$ cat config.mk
export PLATFORM = sky130hd
export DESIGN_NAME = sl_access_ctrl
export DESIGN_NICKNAME = d
export VERILOG_FILES = /design/src/rtl/sl_access_ctrl.sv
export SDC_FILE = /design/constraint.sdc
export NUM_CORES = 1
export LEC_CHECK = 0
export ABC_CLOCK_PERIOD_IN_PS = 2500
export CAP_MARGIN = 30
export CORE_UTILIZATION = 53
export DETAILED_ROUTE_END_ITERATION = 8
export GPL_TIMING_DRIVEN = 0
export PLACE_DENSITY = 0.8
export SYNTH_ARGS = -nofsm -noshare
export SYNTH_HDL_FRONTEND = slang
export SYNTH_SLANG_ARGS = --single-unit
$ cat constraint.sdc
create_clock -name sys_clk -period 2.5 [get_ports sys_clk]
set_input_delay 0.375 -clock sys_clk [delete_from_list [all_inputs] [get_ports sys_clk]]
set_output_delay 0.375 -clock sys_clk [all_outputs]
set_load 0.01 [all_outputs]
$ cat src/rtl/sl_access_ctrl.sv
// Initiator-side sequencer for the 8-lane source-line converter: runs ADC settle/latch/scan
// and DAC latch/hold timing per request. Optional SL_SAT_FLAG_EN adds per-lane rail flags.
module sl_access_ctrl #(
  parameter int SETTLE_CYC = 4,
  parameter int LOCK_CYC   = 2,
  parameter int HOLD_CYC   = 8,
  parameter int CNT_W      = 8
) (
  input  logic        sys_clk,
  input  logic        sys_rst,
  input  logic        req_valid,
  output logic        req_ready,
  input  logic        req_write,
  input  logic [7:0]  req_wdata,
  output logic        rsp_valid,
  input  logic        rsp_ready,
  output logic        rsp_write,
  output logic [63:0] rsp_data,
  output logic        read_mode,
  output logic        adc_lock_en,
  output logic        dac_lock_en,
  output logic [7:0]  digital_data,
  output logic [2:0]  addr,
`ifdef SL_SAT_FLAG_EN
  output logic [7:0]  rsp_sat,
`endif
  input  logic [7:0]  digital_read
);

  localparam int SettleN = (SETTLE_CYC < 1) ? 1 : SETTLE_CYC;
  localparam int LockN   = (LOCK_CYC < 1) ? 1 : LOCK_CYC;
  localparam int HoldN   = (HOLD_CYC < 1) ? 1 : HOLD_CYC;

  localparam logic [CNT_W-1:0] SettleLast = CNT_W'(SettleN - 1);
  localparam logic [CNT_W-1:0] LockLast   = CNT_W'(LockN - 1);
  localparam logic [CNT_W-1:0] HoldLast   = CNT_W'(HoldN - 1);
  localparam logic [CNT_W-1:0] ScanLast   = CNT_W'(7);

  typedef enum logic [2:0] {
    StIdle, StRdSettle, StRdLock, StRdScan, StWrLock, StWrHold, StResp
  } state_e;

  state_e            state_q, state_d;
  logic [CNT_W-1:0]  cnt_q, cnt_d;
  logic              wr_q, wr_d;
  logic [63:0]       rd_buf_q, rd_buf_d;
  logic              rsp_load;

  logic              req_ready_q, req_ready_d;
  logic              rsp_valid_q, rsp_valid_d;
  logic              rsp_write_q, rsp_write_d;
  logic [63:0]       rsp_data_q, rsp_data_d;
  logic              read_mode_q, read_mode_d;
  logic              adc_lock_q, adc_lock_d;
  logic              dac_lock_q, dac_lock_d;
  logic [7:0]        dd_q, dd_d;
  logic [2:0]        addr_q, addr_d;
  logic [7:0]        sat_q, sat_d, sat_calc;

  always_comb begin
    state_d = state_q;
    wr_d    = wr_q;
    dd_d    = dd_q;
    case (state_q)
      StIdle: begin
        if (req_valid) begin
          wr_d = req_write;
          if (req_write) begin
            state_d = StWrLock;
            dd_d    = req_wdata;
          end else begin
            state_d = StRdSettle;
          end
        end
      end
      StRdSettle: if (cnt_q == SettleLast) state_d = StRdLock;
      StRdLock:   if (cnt_q == LockLast)   state_d = StRdScan;
      StRdScan:   if (cnt_q == ScanLast)   state_d = StResp;
      StWrLock:   if (cnt_q == LockLast)   state_d = StWrHold;
      StWrHold:   if (cnt_q == HoldLast)   state_d = StResp;
      StResp:     if (rsp_ready)           state_d = StIdle;
      default:    state_d = StIdle;
    endcase
  end

  // Counter is held at zero in the untimed states so it can never wrap while waiting.
  always_comb begin
    if ((state_d != state_q) || (state_d == StIdle) || (state_d == StResp)) begin
      cnt_d = '0;
    end else begin
      cnt_d = cnt_q + CNT_W'(1);
    end
  end

  // digital_read follows addr combinationally, so the byte for lane addr_q is valid now.
  always_comb begin
    rd_buf_d = rd_buf_q;
    if (state_q == StRdScan) begin
      for (int k = 0; k < 8; k++) begin
        if (addr_q == 3'(k)) rd_buf_d[8*k +: 8] = digital_read;
      end
    end
  end

  always_comb begin
    sat_calc = '0;
    for (int k = 0; k < 8; k++) begin
      sat_calc[k] = (rd_buf_d[8*k +: 8] == 8'hFF) || (rd_buf_d[8*k +: 8] == 8'h00);
    end
  end

  always_comb begin
    rsp_load    = (state_d == StResp) && (state_q != StResp);
    req_ready_d = (state_d == StIdle);
    rsp_valid_d = (state_d == StResp);
    read_mode_d = (state_d == StRdSettle) || (state_d == StRdLock) || (state_d == StRdScan);
    adc_lock_d  = (state_d == StRdLock);
    dac_lock_d  = (state_d == StWrLock);
    addr_d      = (state_d == StRdScan) ? cnt_d[2:0] : 3'd0;
    rsp_data_d  = rsp_data_q;
    rsp_write_d = rsp_write_q;
    sat_d       = sat_q;
    if (rsp_load) begin
      rsp_write_d = wr_q;
      rsp_data_d  = wr_q ? 64'h0 : rd_buf_d;
      sat_d       = wr_q ? 8'h0 : sat_calc;
    end
  end

  always_ff @(posedge sys_clk) begin
    if (sys_rst) begin
      state_q     <= StIdle;
      cnt_q       <= '0;
      wr_q        <= 1'b0;
      rd_buf_q    <= '0;
      req_ready_q <= 1'b1;
      rsp_valid_q <= 1'b0;
      rsp_write_q <= 1'b0;
      rsp_data_q  <= '0;
      read_mode_q <= 1'b0;
      adc_lock_q  <= 1'b0;
      dac_lock_q  <= 1'b0;
      dd_q        <= '0;
      addr_q      <= '0;
      sat_q       <= '0;
    end else begin
      state_q     <= state_d;
      cnt_q       <= cnt_d;
      wr_q        <= wr_d;
      rd_buf_q    <= rd_buf_d;
      req_ready_q <= req_ready_d;
      rsp_valid_q <= rsp_valid_d;
      rsp_write_q <= rsp_write_d;
      rsp_data_q  <= rsp_data_d;
      read_mode_q <= read_mode_d;
      adc_lock_q  <= adc_lock_d;
      dac_lock_q  <= dac_lock_d;
      dd_q        <= dd_d;
      addr_q      <= addr_d;
      sat_q       <= sat_d;
    end
  end

  assign req_ready    = req_ready_q;
  assign rsp_valid    = rsp_valid_q;
  assign rsp_write    = rsp_write_q;
  assign rsp_data     = rsp_data_q;
  assign read_mode    = read_mode_q;
  assign adc_lock_en  = adc_lock_q;
  assign dac_lock_en  = dac_lock_q;
  assign digital_data = dd_q;
  assign addr         = addr_q;

`ifdef SL_SAT_FLAG_EN
  assign rsp_sat = sat_q;
`else
  logic unused_sat;
  assign unused_sat = ^sat_q;
`endif

endmodule

## After elaboration in Yosys (flattened, before gate mapping)

Index checks and enable logic that the tools add are counted.

| storage, ports and cells | value |
|---|---|
| register bits after elaboration | 157 |
| input bits | 21 |
| output and inout port bits | 81 |

| cells by class | value |
|---|---|
| add/sub/neg operators | 1 |
| equality and inequality tests | 23 |
| mux-type cells | 19 |
| bitwise operators | 1 |
| reduce and logical (&&, ||, !) cells | 13 |

Operators by type and width:

| operator | number |
|---|---|
| two-way mux 64 bit | 2 |
| two-way mux 8 bit | 8 |
| equality test 3 bit, second input constant | 9 |
| two-way mux 3 bit | 8 |
| equality test 3 x 2 -> 1 bit, second input constant | 6 |
| one-hot mux 3 bit (6 select lines) | 1 |
| equality test 3 x 1 -> 1 bit, second input constant | 3 |
| zero test 3 bit | 3 |
| adder 8 x 1 -> 8 bit, second input constant | 1 |
| equality test 8 x 1 -> 1 bit, second input constant | 1 |
| equality test 8 x 2 -> 1 bit, second input constant | 1 |
| equality test 8 x 3 -> 1 bit, second input constant | 1 |
| OR reduction 2 bit | 3 |
| logical OR 1 bit | 4 |
| inequality test 3 bit | 1 |
| inequality test 3 bit, second input constant | 1 |
| AND reduction 3 bit | 1 |
| AND reduction 2 bit | 1 |
| logical AND 1 bit | 1 |
| inverter 1 bit | 1 |

## Longest topological paths before layout

Gate-level depths: netlist (run 1).

| depth | value |
|---|---|
| depth in word-level cells | 7 |
| mapped depth | 9 |
| mapped depth without buffers | 7 |

## Worst setup path after synthesis (run 1)

No wires, ideal clock.

| path | value |
|---|---|
| kind | register to register |
| start | register cnt_q[3] |
| end | register rsp_data_q[37], in the netlist rsp_data[37] |
| library setup time | 0.071 ns |
| data arrival time | 1.952 ns |
| required time | 2.429 ns |
| slack | 0.477 ns |
| stages on the path, launching flop included | 8 |
| path buffers | 2 |
| cells stage by stage | dfxtp_1 -> or4_1 -> buf_2 -> a2111oi_4 -> o32ai_1 -> buf_2 -> or3_1 -> a21oi_1 |

| on the way | value |
|---|---|
| longest elaborated chain between the ends | 5 |
| elaborated cells between the ends (all ways) | 10 |
| classes of those cells | eq/ne (4); mux (5); reduce/logical (1) |

RTL lines:

| item | line | source |
|---|---|---|
| from (decl) | 44 | `logic [CNT_W-1:0] cnt_q, cnt_d;` |
| from (signal assigned) | 148 | `cnt_q <= cnt_d;` |
| equality test 8 x 3 -> 1 bit (tied with other cells) | 78, 80 |  |
| two-way mux 3 bit, on equally long branches | -- |  |
| one-hot mux 3 bit (6 select lines) (*) | 64 | `case (state_q)` |
| equality test 3 bit (*) | 113 | `rsp_load = (state_d == StResp) && (state_q != StResp);` |
| logical AND 1 bit (*) | 113 |  |
| to (signal assigned) | 154 | `rsp_data_q <= rsp_data_d;` |
| to (decl) | 52 | `logic [63:0] rsp_data_q, rsp_data_d;` |

Every way passes the cells marked *; elsewhere a longest branch is shown, timed or not.
A chain may end at the register's enable or synchronous reset.

## Worst setup path after layout (run 1)

| path | value |
|---|---|
| start | register cnt_q[3] |
| end | register rsp_data_q[16], in the netlist rsp_data[16] |

Same word-level chain as after synthesis.

==> reports/metrics.yaml, run 1 <==
status:
  outcome: "finished, final reports clean"
worst_setup_path:
  critical_path.reg2reg.startpoint: "cnt_q[3]$_SDFF_PP0_"
  regToRegSetupSlack_ns: 0.14
  worst_setup_path_category: "reg2reg"
  critPathSlowestCell: "or4_1"
  data_required_time_of_the_critical_path_ns: 2.79
  cp-start-kind: "register"
  cp.arrival_ns: 2.65
  timing.critical_path.fanout_max: 10
  timing.rr.end: "rsp_data[16]$_SDFFE_PP0P_"
  r2r_cells: 8
  max_incr_delay_on_cp_ns: 0.52
  timing.critical_path.cells: "or4_1, buf_2, a2111oi_4, o32ai_1, buf_2, buf_1, nand3b_1, o31ai_1"
  worst_path_most_repeated_cell: "buf_2"
  worstSetupEndpointType: "register"
sta:
  relSlewSlack_pct: 34.7
  worst_pin_slew_ns: 0.980
  timing_max_transition_violations_final: 0
  worst_hold_slack_ns: 0.449
  setup_repair_after_global_routing_missed_its_margin: "no"
  worst_clock_skew_ns: 0.00847
  tns_ns: 0
  min_period_over_period_pct: 94.5
  final_hold_vios: 0
  timing.fmax_mhz: 423
  layout_min_cycle_time_ns: 2.36
  setup_viol: 0
  setup_slack_ns: 0.137
power_and_ir_drop:
  power.static_leakage_uw: 0.00288
  p_per_area_mw_per_mm2: 689
  peakVddDrop_uv: 397
clocking:
  cts-hold-fix-buffers: 0
  clockBufferDepth: 2
  worst_setup_hold_path_clk_slew_ns: 0.06
  worst_skew_pair_latency_ns: 0.42
  tritoncts: "done"
  clock_net_sink_count: 157
  cts_root_buf: "clkbuf_16"
  cts-htree-levels: 4
  postCtsSetupRepairBufs: 0
  number_of_buffers_inserted_during_clock_tree_synthesis: 17
  ctsResizeCount: 0
floorplanning:
  floorplan.initialDensity_pct: 55.0
  die_height_um: 109
  die_w_um: 109
  rows: 38
  dieArea_mm2: 0.0118
  core_area_mm2: 0.0109
  top_level_ports: 102
global_route:
  antenna_violations_before_repair: 0
  all_layer_global_routing_usage_pct: 26.8
  grt_start_max_net_pins: 17
  overflow: 0
  wire_length_of_the_first_global_routing_pass_mm: 24.1
  grt_pass1_vias: 4739
placed_design:
  pre_cts_slack_ns: 0.0883
  dp.final_hpwl_mm: 10.1
  globalplace.congestion: 0.863
  place_inst: 845
  buffer_ports.inserted: 93
synth:
  ys.warnings.count: 0
  proportion_of_synthesized_chip_area_in_sequential_cells_pct: 52.2
  synth_most_common_cell: "dfxtp_1"
  synth_cell_type_count: 43
  synthesized_cell_area_mm2: 0.00602
  synth-async-reset-ratio_pct: 0
  number_of_flops_mapped_to_enable_cells_by_yosys: 0
  synth_common_cells: "157 x dfxtp_1, 84 x nor2_1, 65 x mux2i_1, 59 x nand3b_1, 56 x o31ai_1"
  yosys.area.top_type: "dfxtp_1"
  synth_area_per_cell_um2: 9.83
  yosysTopAreaCellShare_pct: 52.2
  synth_top_cells_by_area: "dfxtp_1 52%, mux2i_1 11%, nand3b_1 7.4%"
  ys_seq_elements: 157
  netlist_instances: 612
  syn_nets: 635
  dominantRegCellSynth: "dfxtp_1"
final_layout:
  num-nets-final: 746
  fillCellCount: 851
  post_route_cells_drive_above_1_share_pct: 7.79
  areaGrowthSynthToFinish_pct: 27.8
  diodes: 0
  final_cells: 872
drt:
  detailroute.via_count: 4965
  detail_route.wl_per_cell_um: 17.4
  detailedRoute.firstPassIterationCount: 5
  initialDrtViolationCount: 358
  detail_route.vias_per_cell: 5.69
  ant_nets: 0
  drc: 0
  wl_mm: 15.2
hold_path:
  min-delay-path-class: "reg2reg"
  timing.hold.worst_endpoint: "rsp_data[36]$_SDFFE_PP0P_"
  timing.hold.worst.start: "rsp_data[36]$_SDFFE_PP0P_"
  hold_path_depth: 2
run:
  maxCapViolations: 0
-- critical path, delay by kind of cell (launching register included) --
family / cells / cell delay [ns]
AO/OA/AOI/OAI: 3 / 0.52
flip-flops: 1 / 0.34
buffers and inverters: 3 / 0.69
AND/OR/NAND/NOR: 2 / 0.68
-- sequential cells by signal, summed over array words and instances, names as in the netlist, 3 cells and up --
register,count
digital_data,8
rd_buf_q,64
addr,3
state_q,3
rsp_data,64
cnt_q,8
-- per-stage QoR --
stage          utilization [%]  power, uW  area (um2)
6_report                  70.3       5300        7690
5_1_grt                   70.3       5470        7690
4_1_cts                   70.2       5320        7680
3_5_place_dp              65.1       2900        7120
3_3_place_gp              65.1       2890        7120
2_1_floorplan                -       2780        6020
-- cell usage in the layout, fill, tap and decap left out, types with 4 or more instances in the layout --
cell / Yosys / final
buf_2: 13 / 13
clkbuf_1: 38 / 39
nor3b_2: 3 / 4
nor3b_1: 5 / 4
nand2_1: 32 / 31
nand3_1: 14 / 14
clkdlybuf4s50_1: 0 / 93
nor2_1: 84 / 83
o31ai_1: 56 / 56
a21oi_1: 19 / 19
clkbuf_2: 0 / 6
or3_1: 10 / 10
clkbuf_16: 0 / 17
dfxtp_1: 157 / 157
inv_1: 4 / 4
nor3_1: 5 / 5
mux2i_1: 65 / 65
nand3b_1: 59 / 59
-- cells by family (layout without fill, tap and decap cells) --
logic type	count (synthesis)	count (layout)	synth area share, %
XOR/XNOR	6	6	0.873
buffers and inverters	62	182	4.14
adder cells (fa/ha/maj)	2	2	0.416
AND/OR/NAND/NOR	231	231	20.8
multiplexers	65	65	10.8
AO/OA/AOI/OAI	89	89	10.7
flip-flops	157	157	52.2
-- cell type report --
class                      count  area [um2]  area share, %
sequential                   157        3140           40.9
multi-input combinational    393        2640           34.3
timing repair buffer          93         931           12.1
clock buffer                  21         460           5.99
buffer                        57         238           3.09
tap                          140         175           2.28
clock inverter                 7        92.6           1.20
inverter                       4        15.0          0.195
-- report_power, final --
group	internal, uW	total, uW	switching (uW)
clock	1500	2450	950
sequential	2520	2540	13.5
combinational	109	317	207
total	4130	5300	1170
-- routing by layer --
metal / part of all wire, % / routed length, um / GRT usage [%]
met5: 0 / 0 / 0
met1: 45 / 6780 / 35.4
met3: 6.5 / 984 / 4.94
met4: 1.8 / 280 / 10.9
met2: 47 / 7130 / 43.2
-- worst max path at each step --
stage	start	endpoint	slack, ns
2_1_floorplan	cnt_q[3]$_SDFF_PP0_	rsp_data[37]$_SDFFE_PP0P_	0.48
3_3_place_gp	cnt_q[0]$_SDFF_PP0_	rsp_data[1]$_SDFFE_PP0P_	0.1
3_5_place_dp	cnt_q[0]$_SDFF_PP0_	rsp_data[2]$_SDFFE_PP0P_	0.09
4_1_cts	cnt_q[0]$_SDFF_PP0_	rsp_data[1]$_SDFFE_PP0P_	0.01
5_1_grt	state_q[2]$_SDFF_PP0_	rsp_data[15]$_SDFFE_PP0P_	0.005
6_report	cnt_q[3]$_SDFF_PP0_	rsp_data[16]$_SDFFE_PP0P_	0.14
No activity file was read; power rests on OpenSTA's default activity.
==> run 2: changes to the inputs <==
--- a/config.mk
+++ b/config.mk
@@ -7,10 +7,12 @@
 export LEC_CHECK = 0
 export ABC_CLOCK_PERIOD_IN_PS = 2500
 export CAP_MARGIN = 30
-export CORE_UTILIZATION = 53
+export CORE_UTILIZATION = 60
 export DETAILED_ROUTE_END_ITERATION = 8
-export GPL_TIMING_DRIVEN = 0
-export PLACE_DENSITY = 0.8
+export DONT_BUFFER_PORTS = 1
+export GPL_ROUTABILITY_DRIVEN = 1
+export GPL_TIMING_DRIVEN = 1
+export PLACE_DENSITY = 0.76
 export SYNTH_ARGS = -nofsm -noshare
 export SYNTH_HDL_FRONTEND = slang
 export SYNTH_SLANG_ARGS = --single-unit
==> reports/metrics.yaml, run 2 (same netlist as run 1, synthesis figures left out) <==
floorplanning:
  core_area_mm2: 0.00973  # -11%
  rows: 36  # -5.3%
  die_height_um: 102  # -5.9%
  dieArea_mm2: 0.0104  # -11%
  floorplan.initialDensity_pct: 61.9  # +6.8 points
  top_level_ports: 102  # unchanged
  die_w_um: 102  # -5.9%
final_layout:
  mostFrequentLayoutCell: "dfxtp_1"
  final_cell_mix: "157 x dfxtp_1, 84 x nor2_1, 65 x mux2i_1, 59 x nand3b_1, 56 x o31ai_1"
  areaGrowthSynthToFinish_pct: 13.4
  num-nets-final: 618  # -17%
  diodes: 0  # unchanged
  final_cells: 741  # -15%
  post_route_cells_drive_above_1_share_pct: 9.54  # +1.8 points
drt:
  detail_route.vias_per_cell: 5.96  # +4.7%
  ant_nets: 0  # unchanged
  detailedRoute.firstPassIterationCount: 5  # unchanged
  drc: 0  # unchanged
  initialDrtViolationCount: 285  # -20%
  wl_mm: 13.6  # -11%
  detailroute.via_count: 4418  # -11%
  detail_route.wl_per_cell_um: 18.3  # +5.3%
worst_setup_path:
  cp-start-kind: "register"
  timing.critical_path.fanout_max: 84  # +74
  crit_buf_inv: 1  # -2
  max_incr_delay_on_cp_ns: 0.63  # +0.11 ns
  critPathTopFamily: "compound AO/OA/AOI/OAI gates"
  cp.depth: 5  # -3
  worst_setup_path_category: "reg2reg"
  regToRegSetupSlack_ns: 0.19  # +0.05 ns
  data_required_time_of_the_critical_path_ns: 2.93  # +0.14 ns
  cp.arrival_ns: 2.74  # +0.09 ns
  r2r_cells: 5  # -3
  critPathSlowestCell: "or4_4"
  timing.rr.end: "rsp_data[46]$_SDFFE_PP0P_"
  timing.critical_path.from: "cnt_q[3]$_SDFF_PP0_"
  timing.critical_path.cells: "or4_4, a2111oi_4, o32ai_4, buf_12, o31ai_1"
  worstSetupEndpointType: "register"
  critical_path.reg2reg.startpoint: "cnt_q[3]$_SDFF_PP0_"
  setup.worst_path.end: "rsp_data[46]$_SDFFE_PP0P_"
clocking:
  clock_net_sink_count: 157  # unchanged
  tritoncts: "done"
  worst_setup_hold_path_clk_slew_ns: 0.06  # about the same
  cts-htree-levels: 4  # unchanged
  number_of_buffers_inserted_during_clock_tree_synthesis: 17  # unchanged
  cts_root_buf: "clkbuf_8"
  postCtsSetupRepairBufs: 0  # unchanged
  worst_skew_pair_latency_ns: 0.53  # +0.11 ns
  clockBufferDepth: 2  # unchanged
sta:
  setup_viol: 0  # unchanged
  relSlewSlack_pct: 54.9  # +20 points
  final_hold_vios: 0  # unchanged
  timing.fmax_mhz: 432  # +2.1%
  worst_pin_slew_ns: 0.677  # -0.303 ns
  timing_max_transition_violations_final: 0  # unchanged
  worst_clock_skew_ns: 0.00773  # -0.000742 ns
  min_period_over_period_pct: 92.5  # -2.0 points
  layout_min_cycle_time_ns: 2.31  # -0.0494 ns
  setup_slack_ns: 0.187  # +0.0494 ns
  setup_repair_after_global_routing_missed_its_margin: "no"
  tns_ns: 0  # unchanged
power_and_ir_drop:
  total_power_uw: 5450  # +2.8%
  peakVddDrop_uv: 419  # +5.5%
  power.static_leakage_uw: 0.00260  # -9.8%
  p_per_area_mw_per_mm2: 798  # +16%
global_route:
  grt_start_max_net_pins: 91  # +74
  overflow: 0  # unchanged
  wire_length_of_the_first_global_routing_pass_mm: 21.1  # -13%
  antenna_violations_before_repair: 0  # unchanged
  grt_pass1_vias: 4134  # -13%
  all_layer_global_routing_usage_pct: 26.8  # about the same
placed_design:
  dp.final_hpwl_mm: 8.19  # -19%
  pre_cts_slack_ns: 0.0131  # -0.0752 ns
  place_inst: 703  # -17%
  globalplace.congestion: 0.903  # +4.6%
  buffer_ports.inserted: 0  # -100%
run:
  maxCapViolations: 0  # unchanged
status:
  outcome: "finished, final reports clean"
hold_path:
  min-delay-path-class: "in2reg"
  hold_path_depth: 2  # unchanged
==> run 2: worst min-delay path by stage <==
stage / slack (ns) / from / end
5_1_grt: 0.002 / req_wdata[1] / digital_data[1]$_SDFFE_PP0P_
2_1_floorplan: 0.45 / rd_buf_q[32]$_SDFF_PP0_ / rd_buf_q[32]$_SDFF_PP0_
4_1_cts: 0.0004 / req_wdata[1] / digital_data[1]$_SDFFE_PP0P_
3_3_place_gp: 0.46 / sys_rst / state_q[1]$_SDFF_PP0_
3_5_place_dp: 0.46 / sys_rst / state_q[2]$_SDFF_PP0_
6_report: 0.02 / req_wdata[1] / digital_data[1]$_SDFFE_PP0P_
==> run 2: routing by layer <==
layer	vias up	share of wire (%)	GRT usage, %
li1	2117	-	-
met1	2154	44	33.7
met2	130	49	43.3
met3	17	6.0	8.41
met4	0	1.6	10.1
met5	-	0	0
==> run 2: metrics by stage <==
step                hold WS [ns]  utilization [%]  area [um2]
floorplan                  0.453                -        6020
global placement           0.457             62.6        6090
detailed placement         0.458             62.8        6110
CTS                     0.000403             70.1        6820
global route             0.00236             70.2        6830
finish                    0.0165             70.2        6830
==> run 2: power by group <==
part | total [uW] | internal, uW | leakage [uW] | switching, uW
clock network | 2680 | 1710 | 0.000299 | 971
registers | 2550 | 2520 | 0.00127 | 25.6
logic | 222 | 83.9 | 0.00104 | 138
==> run 2: area by class of cell <==
type / instances / area, um2
Multi-Input combinational cell: 393 / 2650
Inverter: 4 / 15.0
Timing Repair Buffer: 22 / 223
Fill cell: 740 / 2900
Tap cell: 133 / 166
Clock inverter: 9 / 158
Sequential cell: 157 / 3140
Clock buffer: 23 / 467
==> run 2: timing repair <==
action	in CTS	in global routing
endpoints found under the hold margin	90	0
gates resized for setup	0	2
hold buffers	6	0
endpoints found under the setup margin	0	60
==> run 2: worst register-to-register path, delay by kind of cell (launching register included) <==
kind	cells	cell delay, ns
DFF	1	0.35
buffers and inverters	1	0.27
and+or+nand+nor	1	0.63
AOI/OAI and AO/OA	3	0.97
==> variant 1: new RTL, settings of run 1 <==
Take the reset off `rsp_data_q` and load it in a clocked block of its own.
--- a/src/rtl/sl_access_ctrl.sv
+++ b/src/rtl/sl_access_ctrl.sv
@@ -136,7 +136,6 @@
       req_ready_q <= 1'b1;
       rsp_valid_q <= 1'b0;
       rsp_write_q <= 1'b0;
-      rsp_data_q  <= '0;
       read_mode_q <= 1'b0;
       adc_lock_q  <= 1'b0;
       dac_lock_q  <= 1'b0;
@@ -151,7 +150,6 @@
       req_ready_q <= req_ready_d;
       rsp_valid_q <= rsp_valid_d;
       rsp_write_q <= rsp_write_d;
-      rsp_data_q  <= rsp_data_d;
       read_mode_q <= read_mode_d;
       adc_lock_q  <= adc_lock_d;
       dac_lock_q  <= dac_lock_d;
@@ -159,6 +157,10 @@
       addr_q      <= addr_d;
       sat_q       <= sat_d;
     end
+  end
+
+  always_ff @(posedge sys_clk) begin
+    rsp_data_q <= rsp_data_d;
   end
 
   assign req_ready    = req_ready_q;
Check against the original RTL: no difference found for any inputs over 10 cycles, from zero or initial values and one cycle with sys_rst high; that may be too few to reach the edited logic, so the function may still have changed.
==> variant 1 against run 1 <==
Count of clock-buffer cells in the layout is 3 lower; sequential power is 6% higher; global-route usage is 4.0 points lower; highest routed layer unchanged; worst setup slack better by 140 ps; power is 1.0% higher; critical endpoint is now rsp_data[43]$_SDFFCE_PP0P_; sequential cell count stayed put; area after synthesis is 2.6% lower; routed wire length is 19% lower; cell area is 0.68% lower.
==> variant 1: results (changes against run 1) <==
Area-dominant class registers; CLK BUF 18 (-14%); Post-synth EDFFs 64 (+64); CTS-repair resized insts 0 (unchanged); # Post-CTS Setup Buffers 0 (unchanged); Chip Width 107 um (-1.3%); WL per Instance 16.1 um (-7.7%); met3 global-route usage 0.0438 (-0.00566); sw power 0.00117 W (about the same); outcome completed; GR met2 Demand/Resource 0.383 (-0.0483); met1 Track Usage GR 0.284 (-0.0693); Non-clk bufs 127 (-15%); Net count, final 635 (-15%); largest net degree at the start of global routing 26 (+9); Post-Synth Adder-Cell Area 0.00427 (+0.000112); Max FO, Critical Path 10 (unchanged); fill count 753 (-12%); Synth area leaders edfxtp_1 (33%), dfxtp_1 (32%), mux2i_1 (12%), nor2_1 (9.5%), clkbuf_1 (1.5%); Ant. Diodes 0 (unchanged); slowest cell delay on critical path 550 ps (+30 ps); HP Class in -> reg; Post-synth top cells nor2_1 (148), dfxtp_1 (93), mux2i_1 (73), edfxtp_1 (64), clkbuf_1 (24); slowest CP cell nor3_4; inverter count 3 (-1); post-synthesis xor/xnor area fraction 0.0105 (+0.00173); vias in the first global route 3835 (-19%); combinational share of power 0.046 (-0.014); Root Driver clkbuf_8; maximum vdd ir drop 0.480 mV (+21%); LEAKAGE 3.01 nW (+4.5%); seq_cells 157 (unchanged); Total GRT Usage 0.228 (-0.0396); sequential share of cell area 0.496 (+0.0872); detailed placement HPWL 8.44 mm (-16%); clk tree area frac 0.0739 (+0.00197); global-route wire length before repair 19.4 mm (-19%); mux cell area share after synthesis 0.125 (+0.0166); multi-input gates 306 (-22%); register area share after synthesis 0.646 (+0.123); Routability Congestion 0.845 (-2.1%); DP Worst Slack 122 ps (+33.6 ps); share of layout cells above drive strength 1 0.110 (+0.0325); syn_nets 521 (-18%); clock skew 8.32 ps (-0.158 ps); Seq pwr share 0.501 (+0.022); critical path arrival 2480 ps (-170 ps); buffer share of cell area 0.148 (-0.00387); count of cell types in the netlist 51 (+19%); post-synthesis compound-gate area fraction 0.0222 (-0.0851); Post-Place Cell Area 7070 um^2 (-0.70%); Power Dens Cells 701 nW/um^2 (+1.7%); First DRT Iteration DRCs 235 (-34%); Multi-input gate area 1970 um^2 (-25%); count of port buffers added during placement 92 (-1.1%); worst-skew pair later-pin latency 530 ps (+110 ps); cell class contributing the biggest share of worst-path delay simple AND/OR/NAND/NOR gates; Vias 4002 (-19%); Slew HR 0.371 (+0.0243)
## variant 1: layer usage
metal / vias to the layer above / wire (um)
met5: - / 0
met3: 26 / 700
met2: 158 / 6090
met4: 0 / 310
li1: 1930 / -
met1: 1888 / 5190
## variant 1: per-stage QoR
stage / cells / TNS (ps)
after floorplan: 498 / -14790
after global placement: 730 / -53910
after detailed placement: 733 / 0
after CTS: 765 / 0
after global routing: 765 / 0
final: 765 / 0
## variant 1: final timing paths
| path | from | end | slack (ps) | cells after the start |
|---|---|---|---|---|
| worst max-delay path | state_q[2]$_SDFF_PP0_ | rsp_data[43]$_SDFFCE_PP0P_ | 280 | 6 |
| worst min register to register | cnt_q[0]$_SDFF_PP0_ | cnt_q[0]$_SDFF_PP0_ | 470 | 1 |
| worst max register to register | state_q[2]$_SDFF_PP0_ | rsp_data[43]$_SDFFCE_PP0P_ | 280 | 6 |
| worst min-delay path | sys_rst | state_q[1]$_SDFF_PP0_ | 330 | 3 |
==> variant 2: new RTL, settings of run 1 <==
Made on the original files. `CNT_W`: 8 -> 12.
--- a/src/rtl/sl_access_ctrl.sv
+++ b/src/rtl/sl_access_ctrl.sv
@@ -4,7 +4,7 @@
   parameter int SETTLE_CYC = 4,
   parameter int LOCK_CYC   = 2,
   parameter int HOLD_CYC   = 8,
-  parameter int CNT_W      = 8
+  parameter int CNT_W      = 12
 ) (
   input  logic        sys_clk,
   input  logic        sys_rst,
Check against the original RTL: no difference found for any inputs over 10 cycles, from zero or initial values and one cycle with sys_rst high; that may be too few to reach the edited logic, so the function may still have changed.
==> variant 2 against run 1 <==
Via count shrank 6.8%; core utilization increased by 0.23 points; power is 4.0% higher; synthesized cell count fell by 7.5%; fmax is 0.33% lower; cell area decreased by 0.11%; combinational power fell by 18%; sequential share of layout area up 1.1 points; worst setup slack worse by 7.8 ps; area after synthesis is 0.91% lower; routed wire length decreased by 7.0%; sequential cell count increased by 4; sequential power rose by 2%; critical endpoint is now rsp_data[57]$_SDFFE_PP0P_; highest routed layer unchanged.
==> variant 2: results (changes against run 1) <==
wire length on met3 986 um (+0.20%); combinational power 0.000259 W (-18%); worst-skew pair later-pin latency 520 ps (+100 ps); GR met2 Demand/Resource 0.449 (+0.0178); WL met2 6.97 mm (-2.3%); HP Class in -> reg; DP Worst Slack -32.9 ps (-121 ps); syn_nets 589 (-7.2%); Post-synth top cells dfxtp_1 (161), nor2_1 (88), mux2i_1 (58), a22o_1 (50), nand2_1 (33); Sw Share 0.232 (+0.0106); LEAKAGE 2.97 nW (+3.0%); Synth Instances 566 (-7.5%); maximum vdd ir drop 0.420 mV (+5.8%); Post-Place Cell Area 7070 um^2 (-0.77%); routed length on met1 6.04 mm (-11%); clock skew 11.1 ps (+2.65 ps); Net count, final 701 (-6.0%); count of port buffers added during placement 93 (unchanged); vias in the first global route 4628 (-2.3%); met3 global-route usage 0.0705 (+0.0211); global-route wire length before repair 22.7 mm (-5.8%); First DRT Iteration DRCs 299 (-16%); Least-Margin Pin Slew 911 ps (-69.0 ps); outcome completed; WL per Instance 17.0 um (-2.3%); count of cell types in the netlist 56 (+30%); critical path arrival 2780 ps (+130 ps); share of layout cells above drive strength 1 0.123 (+0.0453); dpl cells 799 (-5.4%); fill count 835 (-1.9%); register area share after synthesis 0.540 (+0.0182); Detailed Route WL 14.1 mm (-7.0%); Vias per Instance 5.58 (-2.0%)
[variant 2: cell count changes after synthesis, moves of 8 or more]
| cell | change |
|---|---|
| nand3b_1 | -55 |
| buf_6 | +13 |
| a22o_1 | +50 |
| or3_1 | -8 |
| a22o_2 | +13 |
| clkbuf_1 | -15 |
| o31ai_1 | -56 |
[variant 2: path summary, 6_finish.rpt]
path	start	to	slack [ps]	depth (start not counted)
worst max-delay path	cnt_q[3]$_SDFF_PP0_	rsp_data[57]$_SDFFE_PP0P_	130	5
worst min-delay path	digital_read[7]	rd_buf_q[7]$_SDFF_PP0_	400	3
worst max register to register	cnt_q[3]$_SDFF_PP0_	rsp_data[57]$_SDFFE_PP0P_	130	5
worst min register to register	digital_data[0]$_SDFFE_PP0P_	digital_data[0]$_SDFFE_PP0P_	460	2
[variant 2: final cells by class]
class / count / area [um^2] / share of cell area
Clock buffer: 17 / 414 / 0.0539
Multi-Input combinational cell: 354 / 2440 / 0.317
Tap cell: 140 / 175 / 0.0228
Inverter: 5 / 18.8 / 0.00244
Clock inverter: 14 / 199 / 0.0259
Buffer: 46 / 283 / 0.0368
Sequential cell: 161 / 3220 / 0.420
Timing Repair Buffer: 93 / 931 / 0.121
[variant 2: logic make-up after synthesis]
| logic type | count (synthesis) | synth area share |
|---|---|---|
| and+or+nand+nor | 180 | 0.150 |
| DFF | 161 | 0.540 |
| AOI/OAI and AO/OA | 101 | 0.137 |
| muxes | 59 | 0.0999 |
| buffers and inverters | 51 | 0.0506 |
| xor gates and xnor gates | 12 | 0.0176 |
| adders and majority gates | 2 | 0.00420 |
[variant 2: worst max-delay path, stage by stage, from the launching register on]
cell and delay, ps:
dfxtp_1 360, or4_4 590, nor4_4 510, a31oi_4 300, buf_6 230, a22o_2 250
